[src/rtl/maze_pkg.sv]
// Shared maze definitions: screen geometry, tile codes and palette.
package maze_pkg;

    localparam int H_OFFSET   = 144;
    localparam int V_OFFSET   = 35;
    localparam int TILE_SHIFT = 5;
    localparam int MAZE_W     = 20;
    localparam int MAZE_H     = 15;

    typedef enum logic [1:0] {
        TILE_FLOOR = 2'd0,
        TILE_WALL  = 2'd1,
        TILE_GOAL  = 2'd2,
        TILE_SPARE = 2'd3
    } tile_t;

    localparam logic [11:0] C_FLOOR  = 12'h000;
    localparam logic [11:0] C_WALL   = 12'h00F;
    localparam logic [11:0] C_GOAL   = 12'h0F0;
    localparam logic [11:0] C_PLAYER = 12'hF00;

    // Palette lookup; the spare code renders as floor.
    function automatic logic [11:0] tile_colour(input tile_t t);
        logic [11:0] c;
        case (t)
            TILE_WALL: c = C_WALL;
            TILE_GOAL: c = C_GOAL;
            default:   c = C_FLOOR;
        endcase
        return c;
    endfunction

endpackage

[src/rtl/maze_tile_addr.sv]
// Pixel (x, y) relative to the visible origin -> tile column/row, offset
// inside the tile, in-grid flag and linear tile RAM address.
module maze_tile_addr
    import maze_pkg::*;
(
    input  logic [9:0] x,
    input  logic [9:0] y,
    output logic [4:0] col,
    output logic [4:0] row,
    output logic [4:0] x_lo,
    output logic [4:0] y_lo,
    output logic       in_grid,
    output logic [8:0] addr
);

    assign col  = x[TILE_SHIFT +: 5];
    assign row  = y[TILE_SHIFT +: 5];
    assign x_lo = x[4:0];
    assign y_lo = y[4:0];

    // Negative offsets wrap to large values and land outside the grid.
    assign in_grid = (col < 5'(MAZE_W)) && (row < 5'(MAZE_H));

    // row*20 + col built from shifts: row*16 + row*4 + col.
    assign addr = {row, 4'b0000} + {2'b00, row, 2'b00} + {4'b0000, col};

endmodule

[src/rtl/maze_pixel_reader.sv]
// Read side of the maze tile RAM: three-stage pixel pipeline that looks up
// the tile under the beam, overlays the player marker and emits rgb with
// syncs and bright delayed by the same number of pixel ticks.
module maze_pixel_reader
    import maze_pkg::*;
(
    input  logic        ClkPort,
    input  logic        Reset,
    input  logic        pix_en,
    input  logic [9:0]  hc,
    input  logic [9:0]  vc,
    input  logic        bright,
    input  logic        hsync_in,
    input  logic        vsync_in,
    input  logic [4:0]  player_col,
    input  logic [3:0]  player_row,
    input  logic        win,
    output logic [8:0]  rd_addr,
    input  logic [1:0]  rd_data,
    output logic [11:0] rgb,
    output logic        hsync,
    output logic        vsync,
    output logic        bright_out
);

    logic [9:0] x_p0, y_p0;
    logic [4:0] col_p0, row_p0, xlo_p0, ylo_p0;
    logic       grid_p0;
    logic [8:0] addr_p0;

    logic [4:0] col_p1, row_p1, xlo_p1, ylo_p1;
    logic       vld_p1, bright_p1, hsync_p1, vsync_p1;

    logic [4:0] col_p2, row_p2, xlo_p2, ylo_p2;
    logic       vld_p2, bright_p2, hsync_p2, vsync_p2;
    tile_t      tile_p2;

    logic [4:0] frame_cnt;
    logic       player_p2;

    // Stage 3 colour select: blank outside the grid, then marker, then tile.
    function automatic logic [11:0] pick_colour(input logic vld, input logic is_player,
                                                input tile_t t);
        logic [11:0] c;
        if (!vld)
            c = 12'h000;
        else if (is_player)
            c = C_PLAYER;
        else
            c = tile_colour(t);
        return c;
    endfunction

    // ---- stage 0: beam position relative to the visible origin
    assign x_p0 = hc - 10'(H_OFFSET);
    assign y_p0 = vc - 10'(V_OFFSET);

    maze_tile_addr u_tile_addr (
        .x       (x_p0),
        .y       (y_p0),
        .col     (col_p0),
        .row     (row_p0),
        .x_lo    (xlo_p0),
        .y_lo    (ylo_p0),
        .in_grid (grid_p0),
        .addr    (addr_p0)
    );

    // ---- stage 1: issue the RAM address and register the sideband
    always_ff @(posedge ClkPort or posedge Reset) begin
        if (Reset) begin
            rd_addr   <= '0;
            vld_p1    <= 1'b0;
            col_p1    <= '0;
            row_p1    <= '0;
            xlo_p1    <= '0;
            ylo_p1    <= '0;
            bright_p1 <= 1'b0;
            hsync_p1  <= 1'b1;
            vsync_p1  <= 1'b1;
        end else if (pix_en) begin
            if (bright && grid_p0)
                rd_addr <= addr_p0;
            vld_p1    <= bright && grid_p0;
            col_p1    <= col_p0;
            row_p1    <= row_p0;
            xlo_p1    <= xlo_p0;
            ylo_p1    <= ylo_p0;
            bright_p1 <= bright;
            hsync_p1  <= hsync_in;
            vsync_p1  <= vsync_in;
        end
    end

    // Frame counter steps on each vsync_in falling edge seen at pixel rate.
    always_ff @(posedge ClkPort or posedge Reset) begin
        if (Reset)
            frame_cnt <= '0;
        else if (pix_en && vsync_p1 && !vsync_in)
            frame_cnt <= frame_cnt + 5'd1;
    end

    // ---- stage 2: RAM data has settled for several cycles; capture it
    always_ff @(posedge ClkPort or posedge Reset) begin
        if (Reset) begin
            tile_p2   <= TILE_FLOOR;
            vld_p2    <= 1'b0;
            col_p2    <= '0;
            row_p2    <= '0;
            xlo_p2    <= '0;
            ylo_p2    <= '0;
            bright_p2 <= 1'b0;
            hsync_p2  <= 1'b1;
            vsync_p2  <= 1'b1;
        end else if (pix_en) begin
            tile_p2   <= tile_t'(rd_data);
            vld_p2    <= vld_p1;
            col_p2    <= col_p1;
            row_p2    <= row_p1;
            xlo_p2    <= xlo_p1;
            ylo_p2    <= ylo_p1;
            bright_p2 <= bright_p1;
            hsync_p2  <= hsync_p1;
            vsync_p2  <= vsync_p1;
        end
    end

    // ---- stage 3: marker is the centre 16x16 of the player tile, blinking on win
    assign player_p2 = (col_p2 == player_col) && (row_p2 == {1'b0, player_row}) &&
                       (xlo_p2 >= 5'd8) && (xlo_p2 <= 5'd23) &&
                       (ylo_p2 >= 5'd8) && (ylo_p2 <= 5'd23) &&
                       !(win && frame_cnt[4]);

    // Output registers: colour and delayed syncs/bright move together.
    always_ff @(posedge ClkPort or posedge Reset) begin
        if (Reset) begin
            rgb        <= '0;
            hsync      <= 1'b1;
            vsync      <= 1'b1;
            bright_out <= 1'b0;
        end else if (pix_en) begin
            rgb        <= pick_colour(vld_p2, player_p2, tile_p2);
            hsync      <= hsync_p2;
            vsync      <= vsync_p2;
            bright_out <= bright_p2;
        end
    end

endmodule

[config.mk]
export PLATFORM = sky130hd
export DESIGN_NAME = maze_pixel_reader
export DESIGN_NICKNAME = d
export VERILOG_FILES = /design/src/rtl/maze_pkg.sv /design/src/rtl/maze_tile_addr.sv /design/src/rtl/maze_pixel_reader.sv
export SDC_FILE = /design/constraint.sdc
export NUM_CORES = 1
export LEC_CHECK = 0
export ABC_CLOCK_PERIOD_IN_PS = 2100
export CORE_AREA = 2 2 117 62
export CTS_CLUSTER_DIAMETER = 100
export CTS_CLUSTER_SIZE = 12
export DETAILED_ROUTE_END_ITERATION = 16
export DIE_AREA = 0 0 119 64
export GPL_TIMING_DRIVEN = 0
export PLACE_DENSITY = 0.84
export SYNTH_ARGS = -nofsm -noshare
export SYNTH_HDL_FRONTEND = slang
export SYNTH_SLANG_ARGS = --single-unit
[constraint.sdc]
create_clock -name ClkPort -period 2.1 [get_ports ClkPort]
set_clock_uncertainty 0.2 [all_clocks]
set_input_delay 0.63 -clock ClkPort [delete_from_list [all_inputs] [get_ports ClkPort]]
set_output_delay 0.63 -clock ClkPort [all_outputs]
set_load 0.02 [all_outputs]
==> impl_metrics.csv, run 1 <==
group,metric,value,unit
synthesis,yosys_warnings,0,
setup_path,start_kind,"input pin",
route,wl_per_cell,19.9,µm
synthesis,synthesis.nets,296,
global_route,grt_pass1_wl,13100,µm
finish,layout_commonest_cell,"dfrtp_1",
setup_path,path_cells,"dlygate4sd2_1 -> nor4_1 -> nor2_1 -> ha_1 -> ha_2 -> fa_2 -> a21oi_4 -> nor2_4 -> nor2_2 -> xnor2_1 -> mux2_4",
timing,max_slew_margin,0.558,
finish,mostFrequentLayoutCells,"dfrtp_1, mux2_2, buf_4, dlygate4sd2_1, clkdlybuf4s50_1",
placement,placedCellCount,393,
synthesis,synth_edf_count,0,
synthesis,synth_area,2960,µm²
timing,max_freq,314,MHz
flow_run,cap_violations,0,
finish,layout-drive-gt1-share,0.412,
clock_tree,cts_tree,"built",
setup_path,worst_path_dominant_cell_family,"simple AND/OR/NAND/NOR gates",
timing,timing.final.max_slew_violations,0,
timing,setup_viol,12,
timing,min_period,3.18,ns
route,dr.pass1.iters,4,
clock_tree,cts_buffers,9,
finish,fin_area,4360,µm²
route,drc_errors,0,
timing,finalSetupTns,-9.36,ns
power,ir_drop,0.385,mV
power,p_leak,1.97,nW
placement,globalplace.congestion,0.860,
setup_path,worstSetupEndpointType,"flip-flop",
floorplanning,num_rows,21,
clock_tree,h-tree-depth,3,
clock_tree,cts.path.max_buffers,2,
setup_path,worst_r2r_endpoint,"rgb[3]$_DFFE_PP0P_",
timing,hold_viol,0,
setup_path,crit_type,"in -> reg",
global_route,grt_overflow,0,
floorplanning,die-area,7620,µm²
setup_path,worstPathRequired,2.11,ns
finish,fill_cells,423,
synthesis,ys.flop_type,"dfrtp_1",
power,power.density,957,nW/µm²
worst_hold_path,whs_path_depth,1,
setup_path,crit_path_max_fanout,6,
floorplanning,die_x,119,µm
route,drt-total-wl,8620,µm
placement,dp_hpwl,4790,µm
status,status,"complete, but fails checks",
worst_hold_path,hold_end,"frame_cnt[4]$_DFFE_PP0P_",
clock_tree,cts.sinks,58,
global_route,grt_use_total,0.227,
setup_path,critPathBufInv,1,
power,total_power,4.17,mW
floorplanning,coreArea,6540,µm²
floorplanning,die_y,64,µm
synthesis,yosysSeqAreaShare,0.493,
setup_path,slowest_stage,"nor4_1",
worst_hold_path,hold_start,"frame_cnt[4]$_DFFE_PP0P_",
route,routed-via-count,2336,
setup_path,rr_startpoint,"row_p2[1]$_DFFE_PP0P_",
floorplanning,top_level_ports,62,
finish,final_nets,389,
finish,area_growth,47.2,%
finish,layoutNonFillerInstCount,434,
finish,insertedDiodeCount,0,
setup_path,regToRegSetupSlack,0.34,ns
worst_hold_path,min_path_type,"reg -> reg",
route,routed_via_density,5.38,
synthesis,avgSynthCellArea,12.1,µm²
route,drt_iter0_markers,216,
global_route,grt_max_degree,59,
global_route,antenna_found_initial,0,
timing,rsz0062_at_grt,"true",
clock_tree,worstSkewPairLatency,0.33,ns
synthesis,ys_seq_elements,58,
placement,dpl-instance-area,3680,µm²
placement,portBuffers,57,
setup_path,slowest_delay,0.59,ns
setup_path,arrival,3.19,ns
timing,tightest_slew,0.664,ns
clock_tree,cts.clk_slew.worst_paths,0.05,ns
synthesis,syn_inst,244,
floorplanning,start_util,0.452,
timing,post-route-period-util,1.52,
setup_path,reg2reg_depth,5,
clock_tree,cts-root-buf,"clkbuf_16",
status,violations,"negative setup slack",
timing,hold_slack,0.285,ns
timing,layout_setup_ws,-1.08,ns
finish,fin_util,0.666,
placement,place_ws,-1.92,ns
synthesis,synth_cell_types,38,
route,antenna_left,0,
global_route,grt_pass1_vias,2518,
synthesis,async_flop_share,1.00,
## layout make-up
cell class,instances,area (µm²),share of cell area
clock inverter,5,53.8,0.0123
sequential,58,1460,0.335
clock buffer,11,243,0.0557
inverter,16,63.8,0.0146
multi-input combinational,154,1560,0.357
tap,92,115,0.0264
buffer,16,104,0.0238
timing repair buffer,82,761,0.175
## flip-flops by register name, indices dropped and copies added (netlist names), 3 cells and up
name / flops
rd_addr: 9
col_p1: 5
col_p2: 5
frame_cnt: 5
row_p1: 5
row_p2: 5
rgb: 3
## per-layer routing
layer  GRT usage  up-vias  share of wire
met5           0        -              0
met4       0.101        0          0.026
met3      0.0661       27          0.054
met2       0.378       97           0.50
met1       0.277     1185           0.42
li1            -     1027              -
## worst max-delay path by stage
stage	startpoint	endpoint	slack, ns	cells past startpoint
after floorplan	vc[0]	rd_addr[7]$_DFFE_PP0P_	-1.13	11
after global placement	vc[3]	rd_addr[6]$_DFFE_PP0P_	-1.89	11
after detailed placement	vc[3]	rd_addr[6]$_DFFE_PP0P_	-1.92	11
after CTS	vc[0]	rd_addr[7]$_DFFE_PP0P_	-0.99	13
after global routing	vc[1]	rd_addr[7]$_DFFE_PP0P_	-1.09	13
final	hc[7]	rd_addr[7]$_DFFE_PP0P_	-1.08	11
## worst register-to-register path, delay by kind of cell, from the launching register on
family	cells	cell delay, ns
AO/OA/AOI/OAI	1	0.08
XOR/XNOR	1	0.19
flip-flops	1	0.41
AND/OR/NAND/NOR	3	0.72
## cell families (layout without fill, tap and decap cells)
logic type,Yosys count,count (layout),share of synthesized area
AOI/OAI and AO/OA,31,31,0.0867
xor gates and xnor gates,27,27,0.0799
and+or+nand+nor,40,40,0.0630
muxes,42,42,0.158
DFF,58,58,0.493
adders and majority gates,14,14,0.0642
buffers and inverters,32,130,0.0554
## cell usage after synthesis (all sizes together), types with 2 or more instances
cell,instances,share of area
o31a,2,0.0063
dfrtp,52,0.44
buf,9,0.023
or3,4,0.0093
fa,2,0.014
a21o,2,0.0055
clkbuf,7,0.012
ha,12,0.051
inv,16,0.020
nor4,2,0.0042
nor2,19,0.024
dfstp,6,0.053
mux2,38,0.14
nand2,7,0.0089
o21bai,3,0.0076
nand4,5,0.011
o2111ai,2,0.0059
a21oi,10,0.017
o21ai,2,0.0034
xor2,6,0.018
xnor2,21,0.062
o2bb2ai,2,0.0059
mux2i,4,0.014
## report_power, final
| group | total [mW] | leakage, nW | switching (mW) | internal [mW] |
|---|---|---|---|---|
| logic | 1.16 | 1.15 | 0.570 | 0.594 |
| clock network | 1.47 | 0.149 | 0.520 | 0.945 |
| registers | 1.54 | 0.677 | 0.173 | 1.37 |
## timing repair
action / 4_1_cts / 5_1_grt
gates resized for setup: 90 / 29
endpoints found under the setup margin: 39 / 16
hold buffers: 0 / 0
pin swaps: 23 / 26
buffers inserted: 19 / 6
Note: power is estimated with default switching activity, not from simulation.
==> run 2: changes to the inputs <==
CORE_AREA = 4 4 119 64   (was 2 2 117 62)
DIE_AREA = 0 0 123 68   (was 0 0 119 64)
SLEW_MARGIN = 0   (was default)
==> run 2 against run 1 <==
Compared with the run above:
- combinational power shrank 6%
- utilization fell by 0.057 points
- critical endpoint unchanged
- sequential share of layout area barely moved
- the flow still finishes with violations (negative setup slack)
- maximum frequency is 0.14% lower
==> impl_metrics.csv, run 2 (same netlist as run 1, synthesis figures left out) <==
group,metric,value,unit
setup_path,slowest_delay,0.40,ns
timing,post-route-period-util,1.52,
timing,rsz0062_at_grt,"true",
timing,timing.final.max_slew_violations,0,
route,wl_per_cell,21.1,µm
floorplanning,coreArea,6540,µm²
status,status,"complete, but fails checks",
timing,hold_viol,0,
setup_path,start_kind,"input pin",
setup_path,crit_type,"in -> reg",
setup_path,slowest_stage,"fa_2",
clock_tree,worstSkewPairLatency,0.33,ns
route,drt_iter0_markers,180,
clock_tree,cts_buffers,9,
timing,finalSetupTns,-8.42,ns
setup_path,crit_path_max_fanout,6,
worst_hold_path,min_path_type,"reg -> reg",
placement,place_ws,-1.97,ns
timing,min_period,3.19,ns
clock_tree,cts.sinks,58,
worst_hold_path,whs_path_depth,1,
setup_path,arrival,3.20,ns
clock_tree,cts.path.max_buffers,2,
placement,dp_hpwl,4850,µm
finish,area_growth,47.1,%
status,violations,"negative setup slack",
finish,fin_util,0.666,
floorplanning,top_level_ports,62,
power,total_power,4.08,mW
global_route,antenna_found_initial,0,
route,drc_errors,0,
route,routed-via-count,2395,
setup_path,reg2reg_depth,5,
finish,final_nets,386,
flow_run,cap_violations,0,
finish,fill_cells,412,
finish,layout-drive-gt1-share,0.398,
route,drt-total-wl,9100,µm
route,routed_via_density,5.56,
placement,globalplace.congestion,0.766,
placement,placedCellCount,393,
global_route,grt_overflow,0,
power,p_int,2.86,mW
global_route,grt_max_degree,59,
finish,regMostFlops,"rd_addr",
floorplanning,die_x,123,µm
global_route,grt_pass1_wl,12800,µm
power,p_sw,1.22,mW
clock_tree,h-tree-depth,3,
finish,largest_reg_flops,9,
timing,max_freq,314,MHz
route,dr.pass1.iters,4,
setup_path,worstPathRequired,2.11,ns
finish,insertedDiodeCount,0,
timing,setup_viol,12,
global_route,grt_use_total,0.207,
timing,layout_setup_ws,-1.09,ns
global_route,grt_pass1_vias,2430,
power,pwr-share-comb,0.268,
finish,layoutNonFillerInstCount,431,
floorplanning,start_util,0.452,
timing,max_slew_margin,0.551,
floorplanning,num_rows,21,
finish,mostFrequentLayoutCells,"dfrtp_1, mux2_2, dlygate4sd2_1, clkdlybuf4s50_1, buf_4",
setup_path,worstSetupEndpointType,"flip-flop",
power,power.density,938,nW/µm²
placement,portBuffers,57,
clock_tree,cts.clk_slew.worst_paths,0.05,ns
power,power.share.clock,0.356,
floorplanning,die-area,8360,µm²
route,antenna_left,0,
timing,tightest_slew,0.673,ns
floorplanning,die_y,68,µm
power,ir_drop,0.431,mV
finish,layout_commonest_cell,"dfrtp_1",
power,seq_power_share,0.376,
clock_tree,hold_buffers,0,
setup_path,path_cells,"clkdlybuf4s15_2 -> inv_1 -> ha_2 -> a21boi_2 -> xnor2_2 -> ha_1 -> ha_2 -> fa_2 -> a21oi_2 -> nor2_1 -> nor2_1 -> xnor2_1 -> mux2_4",
power,p_leak,1.94,nW
clock_tree,cts_tree,"built",
power,switching_share,0.299,
clock_tree,cts-root-buf,"clkbuf_16",
setup_path,regToRegSetupSlack,0.34,ns
==> run 2: per-layer routing <==
layer  wire (µm)  up-vias  GRT usage
met4         265        0     0.0883
li1            -     1024          -
met5           0        -          0
met2        4640      112      0.383
met3         639       34     0.0471
met1        3560     1225      0.235
==> run 2: area by class of cell <==
class / instances / area, µm² / area share
tap: 92 / 115 / 0.0264
timing repair buffer: 79 / 768 / 0.176
clock inverter: 5 / 53.8 / 0.0124
clock buffer: 11 / 243 / 0.0557
inverter: 16 / 63.8 / 0.0147
buffer: 16 / 104 / 0.0239
multi-input combinational: 154 / 1550 / 0.355
sequential: 58 / 1460 / 0.335
==> run 2: timing repair <==
item	CTS	global route
cloned	1	0
setup buffers	15	10
endpoints found under the setup margin	39	13
pin swaps	21	20
gates resized for setup	106	22
==> run 2: per-stage QoR <==
stage / instance area [µm²] / hold WS (ns)
2_1_floorplan: 2990 / 0.246
3_3_place_gp: 3680 / 0.261
3_5_place_dp: 3680 / 0.265
4_1_cts: 4230 / 0.277
5_1_grt: 4350 / 0.296
6_report: 4350 / 0.272
==> run 2: power groups by stage <==
stage | clock network [mW] | logic (mW) | registers [mW]
6_report | 1.45 | 1.09 | 1.54
5_1_grt | 1.52 | 1.18 | 1.56
4_1_cts | 1.45 | 1.03 | 1.53
3_5_place_dp | 0 | 1.01 | 1.54
3_3_place_gp | 0 | 0.982 | 1.51
2_1_floorplan | 0 | 0.518 | 1.61
==> run 2: worst max-delay path: cells and delay by family <==
kind,cells,cell delay [ns]
AOI/OAI and AO/OA,2,0.32
xor gates and xnor gates,2,0.28
adders and majority gates,4,1.14
buffers and inverters,2,0.37
muxes,1,0.27
and+or+nand+nor,2,0.20
==> run 2: path summary, 6_finish.rpt <==
kind                                           from                  endpoint
min in group asynchronous                     Reset       rgb[10]$_DFFE_PP0P_
min reg2reg                frame_cnt[4]$_DFFE_PP0P_  frame_cnt[4]$_DFFE_PP0P_
max reg2reg                   xlo_p2[3]$_DFFE_PP0P_        rgb[3]$_DFFE_PP0P_
min                        frame_cnt[4]$_DFFE_PP0P_  frame_cnt[4]$_DFFE_PP0P_
max in group asynchronous                     Reset      vsync_p2$_DFFE_PP1P_
max                                           hc[4]    rd_addr[7]$_DFFE_PP0P_
==> run 3: changes to the inputs <==
ABC_CLOCK_PERIOD_IN_PS = default   (was 2100)
CELL_PAD_IN_SITES_DETAIL_PLACEMENT = 1   (was default)
CELL_PAD_IN_SITES_GLOBAL_PLACEMENT = 1   (was default)
CORE_AREA = 4 4 134 72   (was 4 4 119 64)
DIE_AREA = 0 0 138 76   (was 0 0 123 68)
PLACE_DENSITY = 0.82   (was 0.84)
==> run 3 against run 2 <==
Compared with the run above:
- via count down 12%
- critical path depth shrank 2
- clock power rose by 17%
- the run still ends with negative setup slack left
- critical path type unchanged
- global-route usage decreased by 4.5 points
- highest routed layer unchanged
- largest power group is now the clock network
- utilization down 16 points
==> impl_metrics.csv, run 3 (same netlist as run 1, synthesis figures left out) <==
group,metric,value,unit
finish,layout-drive-gt1-share,0.352,
status,status,"complete, but fails checks",
floorplanning,num_rows,24,
timing,max_freq,313,MHz
finish,largest_reg_flops,9,
global_route,grt_overflow,0,
status,violations,"negative setup slack",
floorplanning,start_util,0.350,
timing,rsz0062_at_grt,"true",
floorplanning,top_level_ports,62,
setup_path,worstSetupEndpointType,"flip-flop",
global_route,grt_max_degree,59,
worst_hold_path,whs_path_depth,1,
timing,hold_viol,0,
floorplanning,coreArea,8470,µm²
finish,area_growth,44.6,%
setup_path,crit_path_max_fanout,3,
route,drc_errors,0,
setup_path,arrival,3.21,ns
clock_tree,h-tree-depth,3,
setup_path,regToRegSetupSlack,0.41,ns
clock_tree,cts.path.max_buffers,2,
finish,fin_area,4280,µm²
global_route,grt_use_total,0.162,
route,drt_iter0_markers,52,
clock_tree,cts_buffers,9,
clock_tree,cts_tree,"built",
timing,post-route-period-util,1.52,
finish,layout_commonest_cell,"dfrtp_1",
finish,insertedDiodeCount,0,
finish,final_nets,379,
global_route,antenna_found_initial,0,
global_route,grt_pass1_wl,13200,µm
placement,dp_hpwl,5650,µm
flow_run,cap_violations,0,
setup_path,start_kind,"input pin",
finish,mostFrequentLayoutCells,"dfrtp_1, mux2_2, dlygate4sd2_1, clkdlybuf4s50_1, buf_4",
route,dr.pass1.iters,4,
setup_path,worst_r2r_endpoint,"rgb[3]$_DFFE_PP0P_",
finish,layoutNonFillerInstCount,449,
worst_hold_path,min_path_type,"reg -> reg",
floorplanning,die-area,10500,µm²
floorplanning,die_y,76,µm
clock_tree,worstSkewPairLatency,0.33,ns
worst_hold_path,hold_start,"vld_p1$_DFFE_PP0P_",
power,p_leak,1.88,nW
route,routed_via_density,4.71,
timing,timing.final.max_slew_violations,0,
finish,fill_cells,885,
floorplanning,die_x,138,µm
global_route,grt_pass1_vias,2478,
timing,max_slew_margin,0.503,
route,drt-total-wl,8110,µm
clock_tree,cts.sinks,58,
setup_path,crit_type,"in -> reg",
clock_tree,cts.clk_slew.worst_paths,0.05,ns
timing,min_period,3.20,ns
power,ir_drop,0.635,mV
timing,hold_slack,0.282,ns
placement,dpl-instance-area,3710,µm²
timing,tightest_slew,0.746,ns
power,power.density,1000,nW/µm²
route,wl_per_cell,18.1,µm
timing,layout_setup_ws,-1.10,ns
placement,placedCellCount,418,
placement,portBuffers,57,
setup_path,worstPathRequired,2.11,ns
finish,regMostFlops,"rd_addr",
timing,setup_viol,11,
route,antenna_left,0,
route,routed-via-count,2114,
clock_tree,cts-root-buf,"clkbuf_16",
placement,globalplace.congestion,0.753,
setup_path,reg2reg_depth,5,
setup_path,rr_startpoint,"frame_cnt[4]$_DFFE_PP0P_",
worst_hold_path,hold_end,"vld_p1$_DFFE_PP0P_",
[run 3: per-stage QoR]
| stage | power [mW] | setup slack, ns | util | setup TNS (ns) |
|---|---|---|---|---|
| after floorplan | 2.13 | -1.13 | - | -7.83 |
| after global placement | 2.52 | -1.88 | 0.438 | -26.16 |
| after detailed placement | 2.58 | -1.98 | 0.438 | -29.78 |
| after CTS | 4.31 | -1.00 | 0.500 | -7.85 |
| after global routing | 4.52 | -1.18 | 0.506 | -8.97 |
| final | 4.29 | -1.10 | 0.506 | -8.41 |
[run 3: timing repair]
item | 4_1_cts | 5_1_grt
pin swaps | 17 | 14
buffers inserted | 14 | 0
setup endpoints to repair | 40 | 12
gates resized for setup | 86 | 6
hold buffers | 0 | 0
[run 3: final cells by class]
class / count / area [µm²] / area share
Clock buffer: 12 / 246 / 0.0576
Clock inverter: 4 / 98.8 / 0.0231
Buffer: 16 / 104 / 0.0243
Inverter: 16 / 63.8 / 0.0149
Sequential cell: 58 / 1460 / 0.341
Multi-Input combinational cell: 154 / 1480 / 0.346
Tap cell: 117 / 146 / 0.0342
Timing Repair Buffer: 72 / 682 / 0.159
[run 3: worst max path at each step]
stage                      from                      to  slack [ns]
after floorplan           vc[0]  rd_addr[7]$_DFFE_PP0P_       -1.13
after global placement    vc[3]  rd_addr[7]$_DFFE_PP0P_       -1.88
after detailed placement  vc[3]  rd_addr[8]$_DFFE_PP0P_       -1.98
after CTS                 vc[0]  rd_addr[7]$_DFFE_PP0P_       -1.00
after global routing      vc[8]  rd_addr[7]$_DFFE_PP0P_       -1.18
final                     vc[8]  rd_addr[7]$_DFFE_PP0P_       -1.10
[run 3: critical path: stages]
cell             delay [ns]
clkdlybuf4s50_1        0.47
or3_1                  0.45
o21bai_1               0.22
xnor2_2                0.22
ha_1                   0.27
ha_1                   0.31
inv_1                  0.06
nor2_1                 0.12
nor2_1                 0.07
xnor2_1                0.12
mux2_4                 0.26
[run 3: metal layers]
layer,wire (µm),share of wire,GRT usage
met1,3940,0.49,0.208
met4,42,0.0052,0.0325
met2,3600,0.44,0.250
met5,0,0,0
met3,524,0.065,0.0771
[run 3: where the power goes]
group,internal [mW],total (mW),switching (mW)
Combinational,0.542,1.06,0.516
Sequential,1.37,1.53,0.165
Clock,1.19,1.70,0.509
Total,3.10,4.29,1.19
